<file path="config.mk">
export PLATFORM = sky130hd
export DESIGN_NAME = booth_radix4_seq_mult
export DESIGN_NICKNAME = d
export VERILOG_FILES = /design/src/rtl/booth_radix4_seq_mult.sv
export SDC_FILE = /design/constraint.sdc
export NUM_CORES = 1
export LEC_CHECK = 0
export ABC_AREA = 0
export CORE_MARGIN = 2
export CORE_UTILIZATION = 61
export DETAILED_ROUTE_END_ITERATION = 8
export HOLD_SLACK_MARGIN = 0.12
export PLACE_DENSITY = 0.85
export SLEW_MARGIN = 20
export SYNTH_ARGS = -nofsm -noshare
export SYNTH_HDL_FRONTEND = slang
export SYNTH_SLANG_ARGS = --single-unit
</file>
<file path="constraint.sdc">
create_clock -name clk -period 7.2 [get_ports clk]
set_input_delay 1.44 -clock clk [delete_from_list [all_inputs] [get_ports clk]]
set_output_delay 1.44 -clock clk [all_outputs]
set_load 0.005 [all_outputs]
</file>
<file path="src/rtl/booth_radix4_seq_mult.sv">
// Sequential signed radix-4 Booth multiplier.
// Retires one overlapping multiplier triplet per RUN cycle. It accumulates
// shifted multiples of the sign-extended multiplicand into a 2*WIDTH product.
//
// Ports:
//   clk, rst            clock (rising edge), synchronous active-high reset
//   in_valid/in_ready   operand handshake; in_ready is high only in IDLE
//   a, b                signed multiplicand / multiplier (WIDTH bits)
//   out_valid/out_ready product handshake; DONE holds under back-pressure
//   product             signed a*b (2*WIDTH bits); it is held until the next DONE
//   busy                high while iterating (RUN)
//   triplet             Booth triplet {b[2i+1], b[2i], b[2i-1]} in RUN, else 0
module booth_radix4_seq_mult #(
    parameter int unsigned WIDTH = 8,
    parameter int unsigned CNT_W = $clog2(WIDTH/2 + 1)
) (
    input  logic                 clk,
    input  logic                 rst,
    input  logic                 in_valid,
    output logic                 in_ready,
    input  logic [WIDTH-1:0]     a,
    input  logic [WIDTH-1:0]     b,
    output logic                 out_valid,
    input  logic                 out_ready,
    output logic [2*WIDTH-1:0]   product,
    output logic                 busy,
    output logic [2:0]           triplet
);

    localparam int unsigned PW = 2 * WIDTH;
    localparam int unsigned BW = WIDTH + 1;
    localparam logic [CNT_W-1:0] LAST_CNT = CNT_W'(WIDTH/2 - 1);

    typedef enum logic [1:0] {
        IDLE = 2'd0,
        RUN  = 2'd1,
        DONE = 2'd2
    } state_t;

    state_t            state, state_nxt;
    logic [PW-1:0]     a_reg, a_nxt;
    logic [BW-1:0]     bx, bx_nxt;
    logic [PW-1:0]     acc, acc_nxt;
    logic [CNT_W-1:0]  cnt, cnt_nxt;
    logic [PW-1:0]     product_nxt;
    logic [PW-1:0]     mult;
    logic [PW-1:0]     pp;

    // Booth digit selection for the current triplet, weighted by 4^cnt
    always_comb begin
        mult = '0;
        case (bx[2:0])
            3'b001, 3'b010: mult = a_reg;
            3'b011:         mult = a_reg << 1;
            3'b100:         mult = -(a_reg << 1);
            3'b101, 3'b110: mult = -a_reg;
            default:        mult = '0;
        endcase
        pp = mult << {cnt, 1'b0};
    end

    // Next-state and datapath updates
    always_comb begin
        state_nxt   = state;
        a_nxt       = a_reg;
        bx_nxt      = bx;
        acc_nxt     = acc;
        cnt_nxt     = cnt;
        product_nxt = product;
        case (state)
            IDLE: begin
                if (in_valid) begin
                    a_nxt     = {{WIDTH{a[WIDTH-1]}}, a};
                    bx_nxt    = {b, 1'b0};
                    acc_nxt   = '0;
                    cnt_nxt   = '0;
                    state_nxt = RUN;
                end
            end
            RUN: begin
                acc_nxt = acc + pp;
                bx_nxt  = BW'($signed(bx) >>> 2);
                cnt_nxt = cnt + CNT_W'(1);
                if (cnt == LAST_CNT) begin
                    product_nxt = acc + pp;
                    state_nxt   = DONE;
                end
            end
            DONE: begin
                if (out_ready) begin
                    state_nxt = IDLE;
                end
            end
            default: state_nxt = IDLE;
        endcase
    end

    // State, datapath and registered outputs (outputs decoded from next state)
    always_ff @(posedge clk) begin
        if (rst) begin
            state     <= IDLE;
            a_reg     <= '0;
            bx        <= '0;
            acc       <= '0;
            cnt       <= '0;
            product   <= '0;
            in_ready  <= 1'b1;
            out_valid <= 1'b0;
            busy      <= 1'b0;
            triplet   <= 3'b000;
        end else begin
            state     <= state_nxt;
            a_reg     <= a_nxt;
            bx        <= bx_nxt;
            acc       <= acc_nxt;
            cnt       <= cnt_nxt;
            product   <= product_nxt;
            in_ready  <= (state_nxt == IDLE);
            out_valid <= (state_nxt == DONE);
            busy      <= (state_nxt == RUN);
            triplet   <= (state_nxt == RUN) ? bx_nxt[2:0] : 3'b000;
        end
    end

endmodule

</file>
Word-level counts from Yosys, hierarchy flattened
Cells that the tools add are included.

operators by class
  reduce and logical (&&, ||, !) cells = 10
  mux-type cells = 11
  div/mod/pow operators = 0
  eq/ne operators = 12
  multiply operators = 0
  order comparisons = 0
  bitwise gates (word level) = 2
  add/subtract/negate cells = 4
  shift operators = 1

operator list
  kind                                           count
  case mux 16 bit (4 select lines)               1
  negator 16 bit                                 2
  case mux 16 bit (2 select lines)               1
  case mux 9 bit (2 select lines)                1
  adder 16 bit                                   1
  2-to-1 mux 16 bit                              1
  << shifter 16 x 4 -> 16 bit                    1
  == test 3 x 2 -> 1 bit, second input constant  3
  == test 3 bit, second input constant           3
  2-to-1 mux 9 bit                               1
  2-to-1 mux 2 bit                               3
  case mux 2 bit (3 select lines)                1
  case mux 3 bit (2 select lines)                1
  AND reduction 2 bit                            3
  OR reduction 2 bit                             3
  == test 2 x 1 -> 1 bit, second input constant  2
  == test 2 bit, second input constant           2
  zero test 2 bit                                2
  adder 3 x 1 -> 3 bit, second input constant    1
  == test 3 x 1 -> 1 bit, second input constant  1
  2-to-1 mux 3 bit                               1
  AND reduction 3 bit                            1
  != test 2 bit, second input constant           1
  NOT 1 bit                                      2
  nonzero test 2 bit                             1

storage, ports and cells
  output and inout port bits = 22
  word-level logic and storage cells = 52
  bits in registers = 60
  ROM bits = 0
  input port bits = 20
  bits in latches = 0
  bits in writable memories = 0
  memories kept = 0

Depth between registers and ports, before layout
Gate-level depths: netlist of run 1.

  depth after elaboration = 6
  gate-level depth with buffers = 20
  depth with buffers taken out = 19

Worst setup path after synthesis of run 1
No wires, ideal clock.

  path kind = reg2reg
  from = reg a_reg[0]
  to = reg product[15]
  stages on the path, launching flop included = 21
  path buffers = 1
  arrival = 4097 ps
  period minus slack after synthesis = 4159 ps
  data required time = 7138 ps
  path slack = 3041 ps
  library setup time = 62 ps
  cell sequence = dfxtp_1 > inv_1 > ha_1 > buf_2 > or3b_2 > nand2_1 > xnor2_1 > a211o_1 > a22oi_1 > a21oi_1 > o21ai_0 > nor2_1 > ha_1 > o21a_1 > o21a_1 > and3_1 > a31oi_1 > o31ai_1 > and3_1 > or3b_1 > nand3_1

between the ends
  cells in the longest elaborated chain, start to end = 4
  elaborated cells on any way between the ends = 5
  classes of those cells = add/sub (3); shift (1); mux (1)

ends and longest elaborated chain
  item                                      RTL line  source
  from (decl)                               41        logic [PW-1:0] a_reg, a_nxt;
  from (signal assigned)                    113       a_reg <= a_nxt;
  negator 16 bit, on equally long branches  56, 55
  case mux 16 bit (4 select lines) *        52        case (bx[2:0])
  << shifter 16 x 4 -> 16 bit *             59        pp = mult << {cnt, 1'b0};
  adder 16 bit *                            85        product_nxt = acc + pp;
  to (signal assigned)                      117       product <= product_nxt;
  to (decl)                                 25        output logic [2*WIDTH-1:0] product,

Mark *: on every way between the ends. The rest lies on a longest branch, timed or not.
A chain may end at the register's enable or synchronous reset.

Worst setup path after layout of run 1
Same ends and word-level chain as after synthesis.

==> results.cfg, run 1 <==
[synth]
synth_cell_types = 63
yosys_warnings = 0
postSynthCellCount = 481
ys.flop_type = dfxtp_1
synth_area_leaders = dfxtp_1 31%, ha_1 6.2%, nand2_1 5.6%
synth_edf_count = 0
synth_area_sq_um = 3840
avgSynthCellArea_sq_um = 7.99
synth_top_cell_area_share = 0.313
synth_seq_cells = 60
synth_xor_xnor_area_share = 0.0476
yosys.area_share.adder = 0.0671
synth_compound_area_frac = 0.251
syn_nets = 521
yosysSeqAreaShare = 0.313
synth.most_common_cell = dfxtp_1
synthArstFlopShare = 0
synth_top_area_cell = dfxtp_1
netlist_top_cells_count = 60 x dfxtp_1, 57 x nand2_1, 53 x nor2_1
synth_top_family_by_area = compound AO/OA/AOI/OAI gates
yosys.area_share.simple = 0.216
synth_mux_area_frac = 0.0577

[sta]
tightestPinTransition_ns = 0.970
setup_viol = 0
hold_viol = 0
setup_tns_ns = 0
fmaxAchievable_mhz = 201
final-max-slew-violation-count = 0
holdWs_ns = 0.462
fin_crit_sh = 0.692
slew_headroom = 0.353
final.setup.worst_slack_ns = 2.22
rsz0062_at_grt = no
period_needed_ns = 4.98
skew_ns = 0.0140

[final_layout]
finalNetCount = 544
reg_top3 = acc x16, product x16, bx x9
diodes = 0
design_area_sq_um = 4470
drive_gt1_frac = 0.0669
area_growth_pct = 16.4
fin_cells = 583
utilization = 0.747

[critical_path]
reg2reg_depth = 19
cp_cell_sequence = inv_1, ha_1, or3b_2, nand2_1, xnor2_1, a211o_1, a22oi_1, a21oi_1, o21ai_0, nor2_1, ha_1, o21a_1, o21a_1, and3_1, a31oi_1, o31ai_1, and3_1, or3b_1, nand3_1
setup.worst_path.class = reg -> reg
critPathCaptureType = flop
crit_arrival_ns = 5.27
cp_slowest_cell = or3b_2
cp-start-kind = flop
critPathMaxFanout = 10
crit_required_ns = 7.48
critPathMaxStageDelay_ns = 0.51

[die]
ios = 42
die-area_sq_um = 6950
row_count = 28
die_y_microns = 83.4
core_area_sq_um = 5990
start_util = 0.641
die_width_microns = 83.4

[route]
drt_iter0_drc = 385
vias = 3748
viasPerCell = 6.43
wl_per_cell_microns = 17.1
firstDrtPassIters = 5
wl_mm = 9.95
antenna_left = 0
post-route-drc-count = 0

[clock_tree]
cts_resized = 0
cts_root_buffer = clkbuf_8
cts_made_buffers = 9
path_clk_slew_ns = 0.07
htree_levels = 3
cts_hold_buffers = 0
postCtsSetupRepairBufs = 0
cts.sinks = 60
cts.path.max_buffers = 2
cts_tree = done
clk_latency_ns = 0.35

[pwr]
irDropWorstVdd_v = 0.000199
power_frac_clock = 0.406
netSwitchingFraction = 0.282
p_per_area_nw_per_um2 = 205
cellLeakagePower_nw = 1.79
finalPower_mw = 0.919
share_seq_of_total_power = 0.398
internal-power_mw = 0.659
p_switching_mw = 0.259
power_frac_comb = 0.196

[run_status]
status = finished clean

[global_route]
grt_pass1_vias = 3386
grt_max_degree = 53
grtUsageTotal = 0.285
overflow = 0
antenna_found_initial = 0
grt_pass1_wl_mm = 16.2

[placement]
dp_hpwl_mm = 6.82
place.gp.congestion = 0.967
port_buffers = 41
pre_cts_ws_ns = 2.48
dp.cells = 568
dpl_cell_area_sq_um = 4230

[flow_run]
maxCapViolations = 0

[hold_path]
min_path_cells = 2
hold_path.class = reg -> reg
[worst max-delay path, delay by kind of cell, from the launching register on]
family	cells	cell delay, ns
adders and majority gates	2	0.74
xor gates and xnor gates	1	0.10
and+or+nand+nor	7	1.60
buffers and inverters	1	0.11
AOI/OAI and AO/OA	8	1.99
DFF	1	0.38
[final cells by class]
cell class | count | area (sq um)
repair buffers | 42 | 418
clock inverters | 5 | 100
inverters | 16 | 60.1
flip-flops and latches | 60 | 1200
fillers | 439 | 1520
well taps | 75 | 93.8
multi-input cells | 375 | 2460
clock buffers | 10 | 138
[metal layers]
metal / vias up / share of wire / wire [microns] / track usage
met1: 1773 / 0.43 / 4270 / 0.393
li1: 1766 / - / - / -
met2: 184 / 0.46 / 4600 / 0.442
met5: - / 0 / 0 / 0
met4: 0 / 0.020 / 202 / 0.0894
met3: 25 / 0.088 / 875 / 0.0656
[path summary, 6_finish.rpt]
path | start | to | slack [ns]
setup reg to reg | a_reg[0] | product[15] | 2.22
hold / removal | product[14] | product[14] | 0.46
hold reg to reg | product[14] | product[14] | 0.46
setup / recovery | a_reg[0] | product[15] | 2.22
[power by group through the flow]
stage	clock (mW)	sequential (mW)	combinational (mW)
final	0.373	0.366	0.180
after global routing	0.390	0.368	0.196
after CTS	0.373	0.366	0.176
after detailed placement	0	0.373	0.174
after global placement	0	0.372	0.168
after floorplan	0	0.360	0.139
[cell families (layout without fill, tap and decap cells)]
kind of cell	Yosys count	after routing
AO/OA/AOI/OAI	142	142
adder cells (fa/ha/maj)	20	20
flip-flops	60	60
multiplexers	19	19
buffers and inverters	46	73
AND/OR/NAND/NOR	174	174
XOR/XNOR	20	20
[layout by cell type, fill, tap and decap left out, types with 3 or more instances in the layout]
cell	n
dfxtp_1	60
nand2_1	57
nor2_1	52
clkdlybuf4s50_1	41
a21oi_1	37
o21ai_0	22
a22oi_1	19
ha_1	19
inv_1	15
mux2i_1	15
nor3_1	13
xnor2_1	13
clkbuf_8	10
and2_1	9
a21o_1	9
a211oi_1	8
nand3_1	7
a31oi_1	6
nand2b_1	6
nor2b_1	6
xor2_1	6
or3_1	4
o22ai_1	4
and3_1	4
o21bai_1	4
o221ai_1	3
or2_2	3
o31ai_1	3
a221oi_1	3
bufinv_16	3
(Power assumes the default switching activity.)
==> run 2: changes to the inputs <==
CORE_UTILIZATION = 57   (was 61)
PLACE_DENSITY = 0.8   (was 0.85)
clock period = 4.8 ns   (was 7.2 ns; I/O delays follow)
==> run 2 against run 1 <==
Against the previous run: power up 38%; routed wire length down 2.2%; cell count up 1.0%; worst hold slack worse by 0.0065 ns; critical endpoint unchanged; critical path type unchanged; sequential power up 49%; flip-flop and latch count unchanged; first-iteration DRC count down 19%; largest cell class unchanged; highest routed layer unchanged; core utilization down 4.7 points.
==> results.cfg, run 2 (same netlist as run 1, synthesis figures left out) <==
[final_layout]
drive_gt1_frac = 0.0742
layout_commonest_cell = dfxtp_1
finalNetCount = 549
reg_top3 = acc x16, product x16, bx x9
diodes = 0
area_growth_pct = 17.0
final_cell_mix = 60 x dfxtp_1, 57 x nand2_1, 53 x nor2_1

[route]
drt-met1-wl_mm = 4.50
dr_wl_met2_mm = 4.43
wl_mm = 9.73
drt_iter0_drc = 311
viasPerCell = 6.16
wl_per_cell_microns = 16.5
vias = 3629
antenna_left = 0
firstDrtPassIters = 5
met3_length_microns = 613
post-route-drc-count = 0
top_layer_used = met4

[sta]
tightestPinTransition_ns = 0.992
skew_ns = 0.00798
setup_viol = 0
holdWs_ns = 0.456
fmaxAchievable_mhz = 226
hold_viol = 0
slew_headroom = 0.336
fin_crit_sh = 0.922
period_needed_ns = 4.42
final-max-slew-violation-count = 0

[die]
ios = 42
core_area_sq_um = 6420
die_width_microns = 86.1
row_count = 29
die_y_microns = 86.1
die-area_sq_um = 7410
start_util = 0.598

[global_route]
grtUsageTotal = 0.279
overflow = 0
antenna_found_initial = 0
grt_pass1_vias = 3421
grt_pass1_wl_mm = 16.4
grt_max_degree = 53

[clock_tree]
cts_made_buffers = 9
path_clk_slew_ns = 0.06
cts_root_buffer = clkbuf_8
cts.path.max_buffers = 2
cts.sinks = 60
cts_tree = done
postCtsSetupRepairBufs = 0
htree_levels = 3
clk_latency_ns = 0.34

[critical_path]
setup.worst_path.class = reg -> reg
critPathMaxFanout = 9
cp_cell_sequence = nor4_4, and2_1, nand2_1, ha_1, a21oi_1, a21oi_1, o221ai_1, mux4_1, nor2_1, a21oi_1, ha_1, a21o_1, a21o_1, a31oi_4, o31ai_4, and3_1, or3b_1, nand3_1
crit_buf_inv = 0
critPathMaxStageDelay_ns = 0.56
reg2reg_depth = 18
cp_top_family = simple AND/OR/NAND/NOR gates
r2r_end = product[15]
cp-start-kind = flop
critPathCaptureType = flop
cp_slowest_cell = mux4_1
crit_required_ns = 5.08
r2r_slack_ns = 0.38
cpMostUsedCell = a21oi_1
r2r_start = a_reg[2]
crit_arrival_ns = 4.70

[hold_path]
min_to = product[2]
min_path_cells = 2
hold_path.class = reg -> reg
min-delay-start = product[2]

[placement]
port_buffers = 41
dp_hpwl_mm = 6.92
place.gp.congestion = 0.905

[pwr]
finalPower_mw = 1.27
p_per_area_nw_per_um2 = 283
cellLeakagePower_nw = 1.80
irDropWorstVdd_v = 0.000220

[run_status]
status = finished clean

[flow_run]
maxCapViolations = 0
==> run 2: changes by cell type in the layout (fill, tap and decap cells not counted), sizes merged <==
cell,before,now
clkinv,3,2
clkdlybuf4s50,41,40
buf,1,7
clkbuf,10,12
bufinv,3,1
==> run 2: how the worst max path moves through the flow <==
| stage | startpoint | end | slack (ns) | depth (start not counted) |
|---|---|---|---|---|
| after floorplan | a_reg[0] | product[15] | 0.64 | 20 |
| after CTS | a_reg[0] | product[15] | 0.1 | 19 |
| after global placement | a_reg[0] | product[15] | 0.28 | 19 |
| final | a_reg[2] | product[15] | 0.38 | 18 |
| after global routing | a_reg[0] | acc[13] | -0.06 | 19 |
| after detailed placement | a_reg[0] | product[15] | 0.14 | 19 |
==> run 2: cell type report <==
cell class                 count  area (sq um)
tap                           77          96.3
clock inverter                 2          35.0
multi-input combinational    375          2500
sequential                    60          1200
fill                         537          1930
inverter                      16          60.1
clock buffer                  12           155
timing repair buffer          47           450
==> run 2: timing repair <==
action | in CTS | in global routing
hold buffers | 0 | 0
endpoints found under the setup margin | 0 | 8
gates resized for setup | 0 | 8
==> run 2: routing by layer <==
metal	track usage	vias to the layer above
met5	0	-
met1	0.381	1697
met2	0.433	140
li1	-	1773
met4	0.113	0
met3	0.0520	19
==> run 2: stage by stage <==
step	util	area (sq um)	instances	TNS (ns)	setup WS (ns)
after floorplan	-	3840	481	0	0.641
after global routing	0.700	4490	589	-0.0956	-0.0563
after CTS	0.693	4450	589	0	0.0957
final	0.700	4490	589	0	0.376
after detailed placement	0.664	4260	575	0	0.137
after global placement	0.664	4260	575	0	0.278
==> run 2: report_power, final <==
| group | leakage, nW | internal [mW] | switching, mW |
|---|---|---|---|
| combinational | 1.21 | 0.123 | 0.158 |
| clock | 0.0983 | 0.261 | 0.185 |
| sequential | 0.488 | 0.518 | 0.0262 |
==> run 2: worst min-delay path: stages (launching register included) <==
cell     delay, ns
dfxtp_1       0.31
nand2_1       0.05
a21oi_1       0.05
